[config.mk]
export PLATFORM = sky130hd
export DESIGN_NAME = reg_mux_flat
export DESIGN_NICKNAME = d
export VERILOG_FILES = /design/src/rtl/reg_mux_if.sv /design/src/rtl/reg_mux.sv /design/src/flat_wrapper.sv
export SDC_FILE = /design/constraint.sdc
export NUM_CORES = 1
export LEC_CHECK = 0
export ABC_AREA = 1
export CORE_MARGIN = 2
export CORE_UTILIZATION = 55
export CTS_CLUSTER_SIZE = 40
export DETAILED_ROUTE_END_ITERATION = 10
export PLACE_DENSITY_LB_ADDON = 0.3
export SLEW_MARGIN = 25
export SYNTH_ARGS = -nofsm -noshare
export SYNTH_HDL_FRONTEND = slang
export SYNTH_SLANG_ARGS = --single-unit
[constraint.sdc]
create_clock -name clk -period 2.3 [get_ports clk]
set_clock_uncertainty 0.2 [all_clocks]
set_input_delay 0.46 -clock clk [delete_from_list [all_inputs] [get_ports clk]]
set_output_delay 0.46 -clock clk [all_outputs]
set_load 0.01 [all_outputs]
[src/rtl/reg_mux_if.sv]
// Data-path bundle for reg_mux: the sample stream going in and the selected
// tap coming back out. The producer side uses the master modport, the
// delay line itself uses the slave modport.
interface reg_mux_if #(
  parameter int Win = 16,
  parameter int SW  = 5
);
  logic signed [Win-1:0] din;
  logic                  ce;
  logic        [SW-1:0]  sel;
  logic signed [Win-1:0] dout;

  modport master (
    output din,
    output ce,
    output sel,
    input  dout
  );

  modport slave (
    input  din,
    input  ce,
    input  sel,
    output dout
  );
endinterface : reg_mux_if

[src/rtl/reg_mux.sv]
// reg_mux: tapped delay line of Num_coef signed samples with a combinational
// tap selector. A sample enters tap 0 on every ce-qualified rising edge and
// ripples one tap deeper on each later qualified edge; the oldest sample
// falls off the end. Out-of-range selects read as zero. Samples are stored
// bit-exact, with no arithmetic applied.
module reg_mux #(
  parameter int Win      = 16,
  parameter int Num_coef = 17
) (
  input  logic      clk,
  input  logic      rst,
  reg_mux_if.slave  bus
);

  // Select width; a two-tap line still needs one select bit.
  localparam int SW = (Num_coef <= 2) ? 1 : $clog2(Num_coef);

  logic signed [Win-1:0] reg_array [Num_coef];
  logic signed [Win-1:0] dout_mux;

  // Delay line: shift all taps together on ce, clear everything on reset.
  // NOTE: every tap is cleared by the asynchronous reset because this is a
  // register file whose contents are observable right away on dout, not a
  // RAM; a RAM macro could not be cleared like this.
  always_ff @(posedge clk or negedge rst) begin
    if (!rst) begin
      for (int k = 0; k < Num_coef; k++) begin
        reg_array[k] <= '0;
      end
    end else if (bus.ce) begin
      // NOTE: non-blocking assignments make every tap load its neighbour's
      // pre-edge value, so the whole line moves by exactly one place.
      reg_array[0] <= bus.din;
      for (int k = 1; k < Num_coef; k++) begin
        reg_array[k] <= reg_array[k-1];
      end
    end
  end

  // Tap selector: pure mux on the current taps, zero when sel has no tap.
  // NOTE: dout_mux gets its default before the loop so no path leaves it
  // unassigned and no latch is inferred.
  always_comb begin
    dout_mux = '0;
    for (int k = 0; k < Num_coef; k++) begin
      if (bus.sel == SW'(k)) begin
        dout_mux = reg_array[k];
      end
    end
  end

  assign bus.dout = dout_mux;

endmodule : reg_mux

[src/flat_wrapper.sv]
// flat-port wrapper written by rule: the top's interface ports become plain ports
module reg_mux_flat 
#(
  parameter int Win      = 16,
  parameter int Num_coef = 17
)
  (clk, rst, bus_din, bus_ce, bus_sel, bus_dout);
  reg_mux_if #(.Win(Win), .SW((5))) bus_i ();
  input  logic clk;
  input  logic rst;
  input wire logic [$bits(bus_i.din)-1:0] bus_din;
  input wire logic [$bits(bus_i.ce)-1:0] bus_ce;
  input wire logic [$bits(bus_i.sel)-1:0] bus_sel;
  output wire logic [$bits(bus_i.dout)-1:0] bus_dout;
  assign bus_i.din = bus_din;
  assign bus_i.ce = bus_ce;
  assign bus_i.sel = bus_sel;
  assign bus_dout = bus_i.dout;
  reg_mux #(.Win(Win), .Num_coef(Num_coef)) u_core (.clk(clk), .rst(rst), .bus(bus_i));
endmodule
After elaboration in Yosys (flattened, before gate mapping)
Cells that the tools add are included.

Reduce and logical (&&, ||, !) cells: 1. Mux-type cells: 17. Divide/modulo/power cells: 0. $add $sub $neg: 0. Bitwise operators: 0. Multipliers: 0. Eq/ne operators: 16. Order comparisons: 0. Shift operators: 0.

Operator list (count): 2-to-1 mux 16 bit (17); == test 5 x 4 -> 1 bit (second input constant) (8); == test 5 x 3 -> 1 bit (second input constant) (4); == test 5 x 2 -> 1 bit (second input constant) (2); == test 5 x 1 -> 1 bit (second input constant) (1); == test 5 bit (second input constant) (1); logical NOT 5 bit (1).

Memories kept: 0. Bits of input ports: 24. Bits in registers: 272. Logic and storage cells: 51. Bits in read-only memories: 0. RAM bits: 0. Latch bits: 0.

Depth between registers and ports, before layout
Gate-level depths: netlist of the first run.

Depth in word-level cells: 18. Mapped depth: 15. Mapped depth without buffers: 13.

Least setup slack after synthesis of the first run
OpenSTA, ideal clock, no wires.

Path type: in2out. Start: in bus_sel[0]. End: out bus_dout[12]. Buffers on the path: 2. Arrival: 1.729 ns. Stages on the path: 11. Path slack: -0.089 ns. Data required time: 1.640 ns. Cell sequence: buf_2 > inv_1 > nand2_2 > nor2_1 > buf_2 > a21oi_1 > nand4_1 > nand2_1 > nand4_1 > nand2_1 > nand2_1.

Word-level cells in the longest chain between the ends: 18. Elaborated cells on any way between the ends: 34. Those cells by class: eq/ne: 16; mux: 17; reduce/logical: 1.

Ends and longest elaborated chain: start: declaration (RTL line flat_wrapper.sv:13) `input wire logic [$bits(bus_i.sel)-1:0] bus_sel;`; logical NOT 5 bit (RTL line reg_mux.sv:46) `if (bus.sel == SW'(k)) begin`; 2-to-1 mux 16 bit (16 in series) (RTL line reg_mux.sv:46); 2-to-1 mux 16 bit * (RTL line reg_mux.sv:46); end: declaration (RTL line flat_wrapper.sv:14) `output wire logic [$bits(bus_i.dout)-1:0] bus_dout;`.

Mark *: on every way between the ends. The rest lies on a longest branch, timed or not.

Worst setup path in the final report of the first run
Start: in bus_sel[3]. End: out bus_dout[12].

The elaborated chain is that of the path after synthesis.

==> metrics.md, run 1 <==
| Metric | Value |
|---|---|
| Pin count of the biggest net entering global routing | `80` |
| Vias in the first global route | `10693` |
| Buffers on Ports | `39` |
| Switch share | `27.6%` |
| Hold depth | `3` |
| Crit path cell chain | `buf_8 -> buf_6 -> nor2_4 -> clkinv_4 -> buf_6 -> nor2_4 -> buf_12 -> a21oi_2 -> nand4_1 -> nand2_1 -> nand4_1 -> nand2_1 -> nand4_1 -> nand2_1 -> nand2_1 -> buf_2` |
| CP required | `1640 ps` |
| Max-cap viol count | `0` |
| Status | `finished, violations left` |
| Wire per inst | `17.2 um` |
| Post-synth cell types | `22` |
| HP Start | `bus_ce` |
| Largest regs | `u_core.reg_array x272` |
| Min cycle time layout | `2870 ps` |
| Residual DRC | `0` |
| Final hold violation count | `0` |
| Final slew viol count | `0` |
| Final worst slack | `-573 ps` |
| RSZ-0062 raised after global routing | `yes` |
| Synthesized area per cell | `8.24 um2` |
| Pwr/cell area | `793 nW/um2` |
| Synthesized Nets | `1502` |
| Slowest stage cell, crit path | `nor2_4` |
| Initial antenna violation count | `0` |
| Final GP Congestion | `0.855` |
| P_int | `9.12 mW` |
| Layout area overhead | `30.3%` |
| Setup CP Type | `in2out` |
| Reg power frac | `46.8%` |
| Placed Area | `14200 um2` |
| CP endpoint kind | `primary output` |
| IO Pins | `40` |
| Post-DP HPWL | `20300 um` |
| Seq/Total Area, Yosys | `55.9%` |
| Comb pwr share | `16.4%` |
| Most flop-heavy register | `u_core.reg_array` |
| DIE HEIGHT | `153 um` |
| Worst-Margin Slew | `461 ps` |
| Overflow after GRT | `0` |
| R2R Path Start | `u_core.reg_array[228]` |
| Antenna violation net count after detailed routing | `0` |
| First-pass GRT wire length | `53100 um` |
| R2r setup slk | `1080 ps` |
| Clock sink count | `272` |
| WL final | `33900 um` |
| Fmax | `348 MHz` |
| Worst Hold Class | `in2reg` |
| Critical Path AT | `2210 ps` |
| Vias per cell | `5.53` |
| Total CTS buffers | `28` |
| Slew margin rel. | `69.2%` |
| Setup violations, final | `16` |
| Vias | `10902` |
| Max stage delay on crit path | `190 ps` |
| CP Max Fanout | `8` |
| Fin nets | `1693` |
| Clock Pin Slew Worst Setup and Hold Paths | `60 ps` |
| Die width | `153 um` |
| Startpoint types | `input port` |
| FP Rows | `54` |
| CP startpoint | `bus_sel[3]` |
| Hold path endpoint | `u_core.reg_array[13]` |
| Failing checks | `setup timing` |
| R2r worst-path depth | `4` |
| Max FFs per register | `272` |
| Max Root-Sink Buffers | `3` |
| Buf/Inv on CP | `6` |
| Net switching power | `3.47 mW` |
| Root Driver | `clkbuf_16` |
| Antenna cell count | `0` |
| Most used cell, CP | `nand2_1` |
| Final instance area | `15900 um2` |
| DIE AREA | `23300 um2` |
| Pre-CTS setup slack | `-1350 ps` |
| Period utilization | `125%` |
| Layout cells sized above 1 | `22.4%` |
| Maximum VDD drop | `0.666 mV` |
| RR Endpoint | `u_core.reg_array[212]` |
| Clock share of power | `36.7%` |
| Cell Area, Synth | `12200 um2` |
| CTS H-tree lvls | `1` |
| GRT Overall Usage | `27.8%` |
| Critical path's top delay family | `simple AND/OR/NAND/NOR gates` |
| Post-Syn Instances | `1478` |
| Worst skew pair latency | `550 ps` |
| Initial Util | `56.0%` |
| Warnings from Yosys | `0` |
| Initial DRC count | `854` |
| Leakage | `7.53 nW` |
| Drt first pass iters | `5` |
| Synth Register Bits | `272` |
| Core area | `21800 um2` |
| CTS tree | `built` |
==> placed cells by master, fill, tap and decap left out, types with 19 or more instances in the layout <==
cell,synthesis,layout
a21oi_1,156,144
buf_12,0,30
buf_4,4,154
buf_6,1,22
clkbuf_16,0,32
dfrtp_1,272,272
inv_1,145,141
mux2_2,19,19
nand2_1,362,338
nand2_2,3,20
nand3_1,30,19
nand4_1,69,69
nor2_1,178,157
o21ai_0,137,137
==> worst max path at each step <==
stage	endpoint	slack [ps]	cells after the start
6_report	bus_dout[12]	-570	16
5_1_grt	bus_dout[13]	-670	16
4_1_cts	bus_dout[11]	-610	18
3_5_place_dp	bus_dout[6]	-1350	16
3_3_place_gp	bus_dout[6]	-1310	16
2_1_floorplan	bus_dout[8]	5	8
==> metal layers <==
metal,GRT usage [%],share of wire (%),vias to the layer above,wire length [um]
met5,0,0,-,0
met4,10.4,4.0,0,1370
met3,4.27,5.6,108,1890
met2,47.1,50,407,17000
met1,36.5,40,5225,13700
li1,-,-,5162,-
==> power groups by stage <==
| stage | clock network, mW | registers (mW) | logic [mW] |
|---|---|---|---|
| 2_1_floorplan | 0 | 5.85 | 0.986 |
| 3_3_place_gp | 0 | 5.91 | 1.85 |
| 3_5_place_dp | 0 | 5.93 | 1.92 |
| 4_1_cts | 4.63 | 5.86 | 1.98 |
| 5_1_grt | 4.86 | 5.97 | 2.31 |
| 6_report | 4.62 | 5.90 | 2.07 |
==> cells in the mapped netlist <==
master | instances | area (um2)
nand2_1 | 362 | 1360
dfrtp_1 | 272 | 6810
nor2_1 | 178 | 668
a21oi_1 | 156 | 781
inv_1 | 145 | 544
o21ai_0 | 137 | 686
nand4_1 | 69 | 432
clkbuf_1 | 63 | 236
nand3_1 | 30 | 150
mux2_2 | 19 | 214
buf_2 | 12 | 60.1
nor2_2 | 8 | 50.1
buf_1 | 5 | 18.8
buf_4 | 4 | 30.0
inv_2 | 4 | 15.0
nor3_1 | 4 | 20.0
nand2_2 | 3 | 18.8
nor2_4 | 3 | 33.8
buf_6 | 1 | 11.3
nand2_4 | 1 | 11.3
nand3_2 | 1 | 10.0
nor2_8 | 1 | 20.0
==> metrics by stage <==
step                hold WS (ps)  setup TNS (ps)  power [mW]  util [%]  cells
floorplan                  -35.6               0        6.84         -   1478
global placement             226          -19980        7.76      65.5   1890
detailed placement           221          -20520        7.85      65.5   1890
CTS                          108           -8850        12.5      71.7   1963
global route                 146          -10030        13.1      72.9   1970
finish                       116           -8300        12.6      72.9   1970
==> cell families (layout without fill, tap and decap cells) <==
family                 count (synthesis)  after routing  synth area share [%]
AO/OA/AOI/OAI                        293            293                  12.0
buffers and inverters                234            445                  7.52
flip-flops                           272            272                  55.9
multiplexers                          19             19                  1.76
AND/OR/NAND/NOR                      660            661                  22.8
==> worst register-to-register path: stages, from the launching register on <==
cell and delay, ps:
dfrtp_1 390, buf_4 140, buf_4 140, nand2_1 100, o21ai_0 130
==> repair_timing <==
item / 4_1_cts / 5_1_grt
setup buffers: 20 / 7
cloned: 4 / 3
setup endpoints to repair: 16 / 16
hold buffers: 1 / 0
pin swaps: 79 / 100
gates resized for setup: 153 / 58
hold endpoints to repair: 49 / 0
==> layout make-up <==
| class | instances | area, um2 |
|---|---|---|
| fill | 1486 | 5890 |
| clock buffer | 45 | 816 |
| clock inverter | 6 | 105 |
| tap | 280 | 350 |
| multi-input combinational | 973 | 4780 |
| sequential | 272 | 6810 |
| inverter | 149 | 569 |
| timing repair buffer | 245 | 2440 |
(Power assumes the default switching activity.)
==> inputs of run 2 (changes only) <==
- CTS_CLUSTER_DIAMETER: unset -> 40
==> run 2 against run 1 <==
Against the previous run:
- the run still ends with setup timing left
- design area is 2.4% higher
- power grew 10%
- largest power group is now the clock network
- final cell count is 0.81% higher
- fmax is 1.2% lower
- sequential power is essentially flat
- register-to-register slack better by 90 ps
==> metrics.md, run 2 (synthesis results as in run 1) <==
| Metric | Value |
|---|---|
| Status | `finished, violations left` |
| Failing checks | `setup timing` |
| CTS tree | `built` |
| CP startpoint | `bus_sel[1]` |
| Pwr/cell area | `856 nW/um2 (+7.9%)` |
| Worst-Margin Slew | `465 ps (+3.17 ps)` |
| Drt first pass iters | `5 (unchanged)` |
| Final GP Congestion | `0.855 (unchanged)` |
| Initial DRC count | `1062 (+24%)` |
| Antenna cell count | `0 (unchanged)` |
| First-pass GRT wire length | `55900 um (+5.2%)` |
| Final instance area | `16200 um2 (+2.4%)` |
| Finished Layout Cells | `1986 (+0.81%)` |
| Clock sink count | `272 (unchanged)` |
| DIE HEIGHT | `153 um (unchanged)` |
| Buffers on Ports | `39 (unchanged)` |
| Slew margin rel. | `69.0% (-0.21 points)` |
| Layout cells sized above 1 | `23.7% (+1.3 points)` |
| Most flop-heavy register | `u_core.reg_array` |
| R2R Path Start | `u_core.reg_array[258]` |
| Overflow after GRT | `0 (unchanged)` |
| Maximum VDD drop | `0.743 mV (+12%)` |
| Setup CP Type | `in2out` |
| Fmax | `344 MHz (-1.2%)` |
| Fin nets | `1704 (+0.65%)` |
| Root Driver | `clkbuf_16` |
| Max-cap viol count | `0 (unchanged)` |
| Layout area overhead | `33.4%` |
| Initial antenna violation count | `0 (unchanged)` |
| CTS H-tree lvls | `2 (+1)` |
| Wire per inst | `17.4 um (+1.2%)` |
| Worst skew pair latency | `520 ps (-30 ps)` |
| Final worst slack | `-609 ps (-36.1 ps)` |
| IO Pins | `40 (unchanged)` |
| Die width | `153 um (unchanged)` |
| Final slew viol count | `0 (unchanged)` |
| Max FFs per register | `272 (unchanged)` |
| Antenna violation net count after detailed routing | `0 (unchanged)` |
| Vias in the first global route | `11330 (+6.0%)` |
| Vias per cell | `5.58 (+0.77%)` |
| RSZ-0062 raised after global routing | `yes` |
| Placed Area | `14200 um2 (unchanged)` |
| Setup TNS Final | `-9090 ps (-795 ps)` |
| Period utilization | `126% (+1.6 points)` |
| DIE AREA | `23300 um2 (unchanged)` |
| Total CTS buffers | `37 (+32%)` |
| Max Root-Sink Buffers | `3 (unchanged)` |
| Initial Util | `56.0% (unchanged)` |
| Setup violations, final | `16 (unchanged)` |
| Clock Pin Slew Worst Setup and Hold Paths | `50 ps (about the same)` |
| HP Start | `bus_ce` |
| Worst Hold Class | `in2reg` |
| FILL cells | `1379 (-7.2%)` |
| CP endpoint kind | `primary output` |
| CP required | `1640 ps (about the same)` |
| Most frequent cells in the layout | `nand2_1 (345), dfrtp_1 (272), buf_4 (155), nor2_1 (154), a21oi_1 (144)` |
| Startpoint types | `input port` |
| Critical Path AT | `2250 ps (+40 ps)` |
| Largest regs | `u_core.reg_array x272` |
| Final hold violation count | `0 (unchanged)` |
| Min cycle time layout | `2910 ps (+36.1 ps)` |
| Post-DP HPWL | `20300 um (unchanged)` |
| Core area | `21800 um2 (unchanged)` |
| Residual DRC | `0 (unchanged)` |
| Hold WS | `155 ps (+39.0 ps)` |
| Leakage | `7.71 nW (+2.4%)` |
| CP Max Fanout | `5 (-3)` |
| Total power | `13.9 mW (+10%)` |
| GRT Overall Usage | `29.5% (+1.7 points)` |
| Pin count of the biggest net entering global routing | `80 (unchanged)` |
| Inst Count DP | `1890 (unchanged)` |
| WL final | `34600 um (+2.0%)` |
| Vias | `11075 (+1.6%)` |
| FP Rows | `54 (unchanged)` |
| Most common cell after layout, fill and taps aside | `nand2_1` |
run 2: changes by cell type in the layout (fill, tap and decap cells not counted), sizes merged:
| cell | delta |
|---|---|
| clkinv | +7 |
| inv | +4 |
| clkinvlp | +2 |
| buf | +6 |
| bufinv | +2 |
| nand3 | -1 |
| clkbuf | -4 |
run 2: path summary, 6_finish.rpt:
check | to | slack (ps) | depth (start not counted)
setup / recovery | bus_dout[0] | -610 | 16
hold / removal | u_core.reg_array[13] | 160 | 3
setup reg to reg | u_core.reg_array[258] | 1170 | 2
hold reg to reg | u_core.reg_array[70] | 280 | 2
max in group asynchronous | u_core.reg_array[194] | 930 | 3
min in group asynchronous | u_core.reg_array[74] | 280 | 2
run 2: repair_timing:
| action | CTS | global route |
|---|---|---|
| endpoints found under the setup margin | 16 | 16 |
| pin swaps | 89 | 52 |
| gates cloned | 4 | 0 |
| hold buffers | 1 | 0 |
| buffers inserted | 30 | 3 |
| hold endpoints to repair | 49 | 0 |
| gates resized for setup | 177 | 36 |
run 2: where the power goes:
group,switching (mW),internal [mW],leakage (nW)
Combinational,1.18,0.884,3.88
Sequential,0.428,5.48,3.20
Clock,2.15,3.78,0.639
run 2: final cells by class:
cell class | count | area, um2 | area share (%)
clock buffers | 44 | 1030 | 6.37
clock inverters | 21 | 258 | 1.59
inverters | 149 | 582 | 3.58
multi-input cells | 972 | 4750 | 29.2
flip-flops and latches | 272 | 6810 | 41.9
well taps | 280 | 350 | 2.16
repair buffers | 248 | 2460 | 15.2
run 2: layer usage:
| metal | part of all wire (%) | GRT usage, % | vias to the layer above |
|---|---|---|---|
| met2 | 50 | 50.2 | 431 |
| met5 | 0 | 0 | - |
| met4 | 4.6 | 13.6 | 0 |
| met1 | 40 | 37.3 | 5345 |
| li1 | - | - | 5172 |
| met3 | 5.8 | 4.58 | 127 |
run 2: worst max-delay path, stage by stage:
cell	delay, ps
buf_6	110
buf_6	110
nor2_4	150
nand2_4	100
buf_6	140
buf_6	120
nor2_4	170
buf_12	150
a21oi_2	30
nand2_1	80
nand4_1	100
nor2_1	140
nand3_1	90
nand2_1	80
nand3_1	60
buf_2	150
run 2: stage by stage:
step                utilization (%)  worst slack [ps]
finish                         74.7              -609
global route                   74.7              -733
CTS                            74.2              -598
detailed placement             65.5             -1350
global placement               65.5             -1310
floorplan                         -              5.08
==> inputs of run 3 (changes only) <==
- CORE_MARGIN: 2 -> 8
==> run 3 against run 2 <==
Against the previous run:
- the run still ends with setup timing left
- global-route usage fell by 4.4 points
- die area is 16% higher
- via count is 1.2% lower
- design area fell by 0.60%
- worst hold slack lost 1.6 ps
- combinational power is essentially flat
- sequential power hardly changed
- register-to-register slack worse by 20 ps
- first-iteration DRC count down 14%
- worst setup slack better by 28 ps
- sequential cell count did not move
- critical path type unchanged
- critical endpoint is now bus_dout[10]
==> metrics.md, run 3 (synthesis results as in run 1) <==
| Metric | Value |
|---|---|
| Hold path endpoint | `u_core.reg_array[29]` |
| Setup TNS Final | `-8570 ps (+529 ps)` |
| Drt first pass iters | `6 (+1)` |
| Hold depth | `3 (unchanged)` |
| Min cycle time layout | `2880 ps (-28.1 ps)` |
| Fmax | `347 MHz (+0.98%)` |
| Final instance area | `16100 um2 (-0.60%)` |
| Inst Count DP | `1874 (-0.85%)` |
| Final worst slack | `-581 ps (+28.1 ps)` |
| Die width | `165 um (+7.9%)` |
| Critical Path AT | `2220 ps (-30 ps)` |
| Clock share of power | `42.8% (about the same)` |
| Reg power frac | `42.5% (about the same)` |
| Placed Area | `14100 um2 (-1.2%)` |
| Post-DP HPWL | `20400 um (+0.34%)` |
| Slowest stage cell, crit path | `nor2_4` |
| Final Util | `74.2% (-0.45 points)` |
| Clock Pin Slew Worst Setup and Hold Paths | `50 ps (about the same)` |
| R2R Path Start | `u_core.reg_array[173]` |
| Final slew viol count | `0 (unchanged)` |
| Initial Util | `56.0% (unchanged)` |
| First-pass GRT wire length | `54600 um (-2.3%)` |
| Setup CP Type | `in2out` |
| P_int | `10.0 mW (-0.95%)` |
| CP endpoint kind | `primary output` |
| Overflow after GRT | `0 (unchanged)` |
| Period utilization | `125% (-1.2 points)` |
| FP Rows | `54 (unchanged)` |
| Net switching power | `3.84 mW (+2.1%)` |
| Antenna cell count | `0 (unchanged)` |
| Slew margin rel. | `71.2% (+2.1 points)` |
| Worst-Margin Slew | `432 ps (-32.1 ps)` |
| Most flop-heavy register | `u_core.reg_array` |
| Buf/Inv on CP | `6 (unchanged)` |
| Maximum VDD drop | `0.593 mV (-20%)` |
| WL final | `34400 um (-0.68%)` |
| Clock sink count | `272 (unchanged)` |
| Largest regs | `u_core.reg_array x272` |
| Fin nets | `1693 (-0.65%)` |
| Max stage delay on crit path | `210 ps (+40 ps)` |
| IO Pins | `40 (unchanged)` |
| Pre-CTS setup slack | `-1410 ps (-52.6 ps)` |
| Initial DRC count | `913 (-14%)` |
| Final hold violation count | `0 (unchanged)` |
| Initial antenna violation count | `0 (unchanged)` |
| CTS H-tree lvls | `2 (unchanged)` |
| Comb pwr share | `14.7% (about the same)` |
| Vias in the first global route | `11020 (-2.7%)` |
| Final GP Congestion | `0.857 (+0.20%)` |
| Pin count of the biggest net entering global routing | `96 (+20%)` |
| Max FFs per register | `272 (unchanged)` |
| Residual DRC | `0 (unchanged)` |
| R2r worst-path depth | `3 (+1)` |
| RR Endpoint | `u_core.reg_array[157]` |
| Most used cell, CP | `nand2_1` |
| Core area | `21800 um2 (unchanged)` |
| Switch share | `27.6% (+0.61 points)` |
| DIE AREA | `27200 um2 (+16%)` |
| R2r setup slk | `1150 ps (-20 ps)` |
| Antenna violation net count after detailed routing | `0 (unchanged)` |
| Root Driver | `clkbuf_16` |
| Most frequent cells in the layout | `nand2_1 (334), dfrtp_1 (271), nor2_1 (151), buf_4 (149), a21oi_1 (146)` |
| Wire per inst | `17.4 um (-0.23%)` |
| Status | `finished, violations left` |
| Max Root-Sink Buffers | `3 (unchanged)` |
| Max-cap viol count | `0 (unchanged)` |
| Leakage | `7.66 nW (-0.71%)` |
| RSZ-0062 raised after global routing | `yes` |
| Failing checks | `setup timing` |
| Finished Layout Cells | `1977 (-0.45%)` |
| Vias | `10941 (-1.2%)` |
| Layout cells sized above 1 | `24.2% (+0.42 points)` |
| Total CTS buffers | `37 (unchanged)` |
| Most common cell after layout, fill and taps aside | `nand2_1` |
| CP Max Fanout | `8 (+3)` |
| Buffers on Ports | `39 (unchanged)` |
| Startpoint types | `input port` |
| Layout area overhead | `32.6%` |
| Worst skew pair latency | `520 ps (about the same)` |
| DIE HEIGHT | `165 um (+7.9%)` |
| Vias per cell | `5.53 (-0.76%)` |
| Setup violations, final | `16 (unchanged)` |
| CTS tree | `built` |
| Worst Hold Class | `in2reg` |
| Critical path's top delay family | `simple AND/OR/NAND/NOR gates` |
| HP Start | `bus_ce` |
| Crit path cell chain | `buf_8 -> buf_6 -> nor2_4 -> inv_4 -> buf_6 -> nor2_4 -> buf_12 -> a21oi_2 -> nand4_1 -> nand2_1 -> nand4_1 -> nand2_1 -> nand2_1 -> nand2_1 -> nand4_1 -> buf_2` |
| CP required | `1640 ps (about the same)` |
| Pwr/cell area | `860 nW/um2 (+0.49%)` |
| GRT Overall Usage | `25.1% (-4.4 points)` |
[run 3: worst max-delay path by stage]
stage                     startpoint      endpoint  slack, ps  depth (start not counted)
after global routing      bus_sel[3]  bus_dout[10]       -680                         16
after floorplan           bus_sel[3]   bus_dout[8]          5                          8
after global placement    bus_sel[4]   bus_dout[5]      -1410                         14
final                     bus_sel[3]  bus_dout[10]       -580                         16
after detailed placement  bus_sel[4]   bus_dout[5]      -1410                         14
after CTS                 bus_sel[0]   bus_dout[3]       -620                         17
[run 3: final cells by class]
class	instances	area, um2
fill	1444	5610
clock buffer	43	991
clock inverter	24	292
timing repair buffer	237	2310
tap	280	350
multi-input combinational	972	4820
sequential	272	6810
inverter	149	571
[run 3: tightest hold or removal path, cell delays in order]
cell     delay, ps
buf_8          190
nand2_1        100
o21ai_0         70
[run 3: repair_timing]
| action | in CTS | in global routing |
|---|---|---|
| gates resized for setup | 178 | 46 |
| setup endpoints to repair | 16 | 16 |
| buffers inserted | 17 | 15 |
| pin swaps | 83 | 72 |
| gates cloned | 5 | 1 |
| hold endpoints to repair | 38 | 0 |
| hold buffers | 1 | 0 |
[run 3: metal layers]
metal  GRT usage, %  vias to the layer above  wire, um
li1               -                     5154         -
met1           30.3                     5297     13700
met2           43.4                      385     17400
met3           4.19                      105      1960
met4           11.4                        0      1360
met5              0                        -         0
[run 3: power by group through the flow]
stage | Sequential [mW] | Clock [mW] | Combinational [mW]
finish | 5.91 | 5.94 | 2.04
global route | 5.97 | 6.19 | 2.27
CTS | 5.88 | 6.00 | 1.98
detailed placement | 5.94 | 0 | 1.90
global placement | 5.91 | 0 | 1.83
floorplan | 5.85 | 0 | 0.986
[run 3: stage by stage]
step	hold slack (ps)	power [mW]
2_1_floorplan	-35.6	6.84
3_3_place_gp	192	7.74
3_5_place_dp	190	7.84
4_1_cts	156	13.9
5_1_grt	173	14.4
6_report	154	13.9
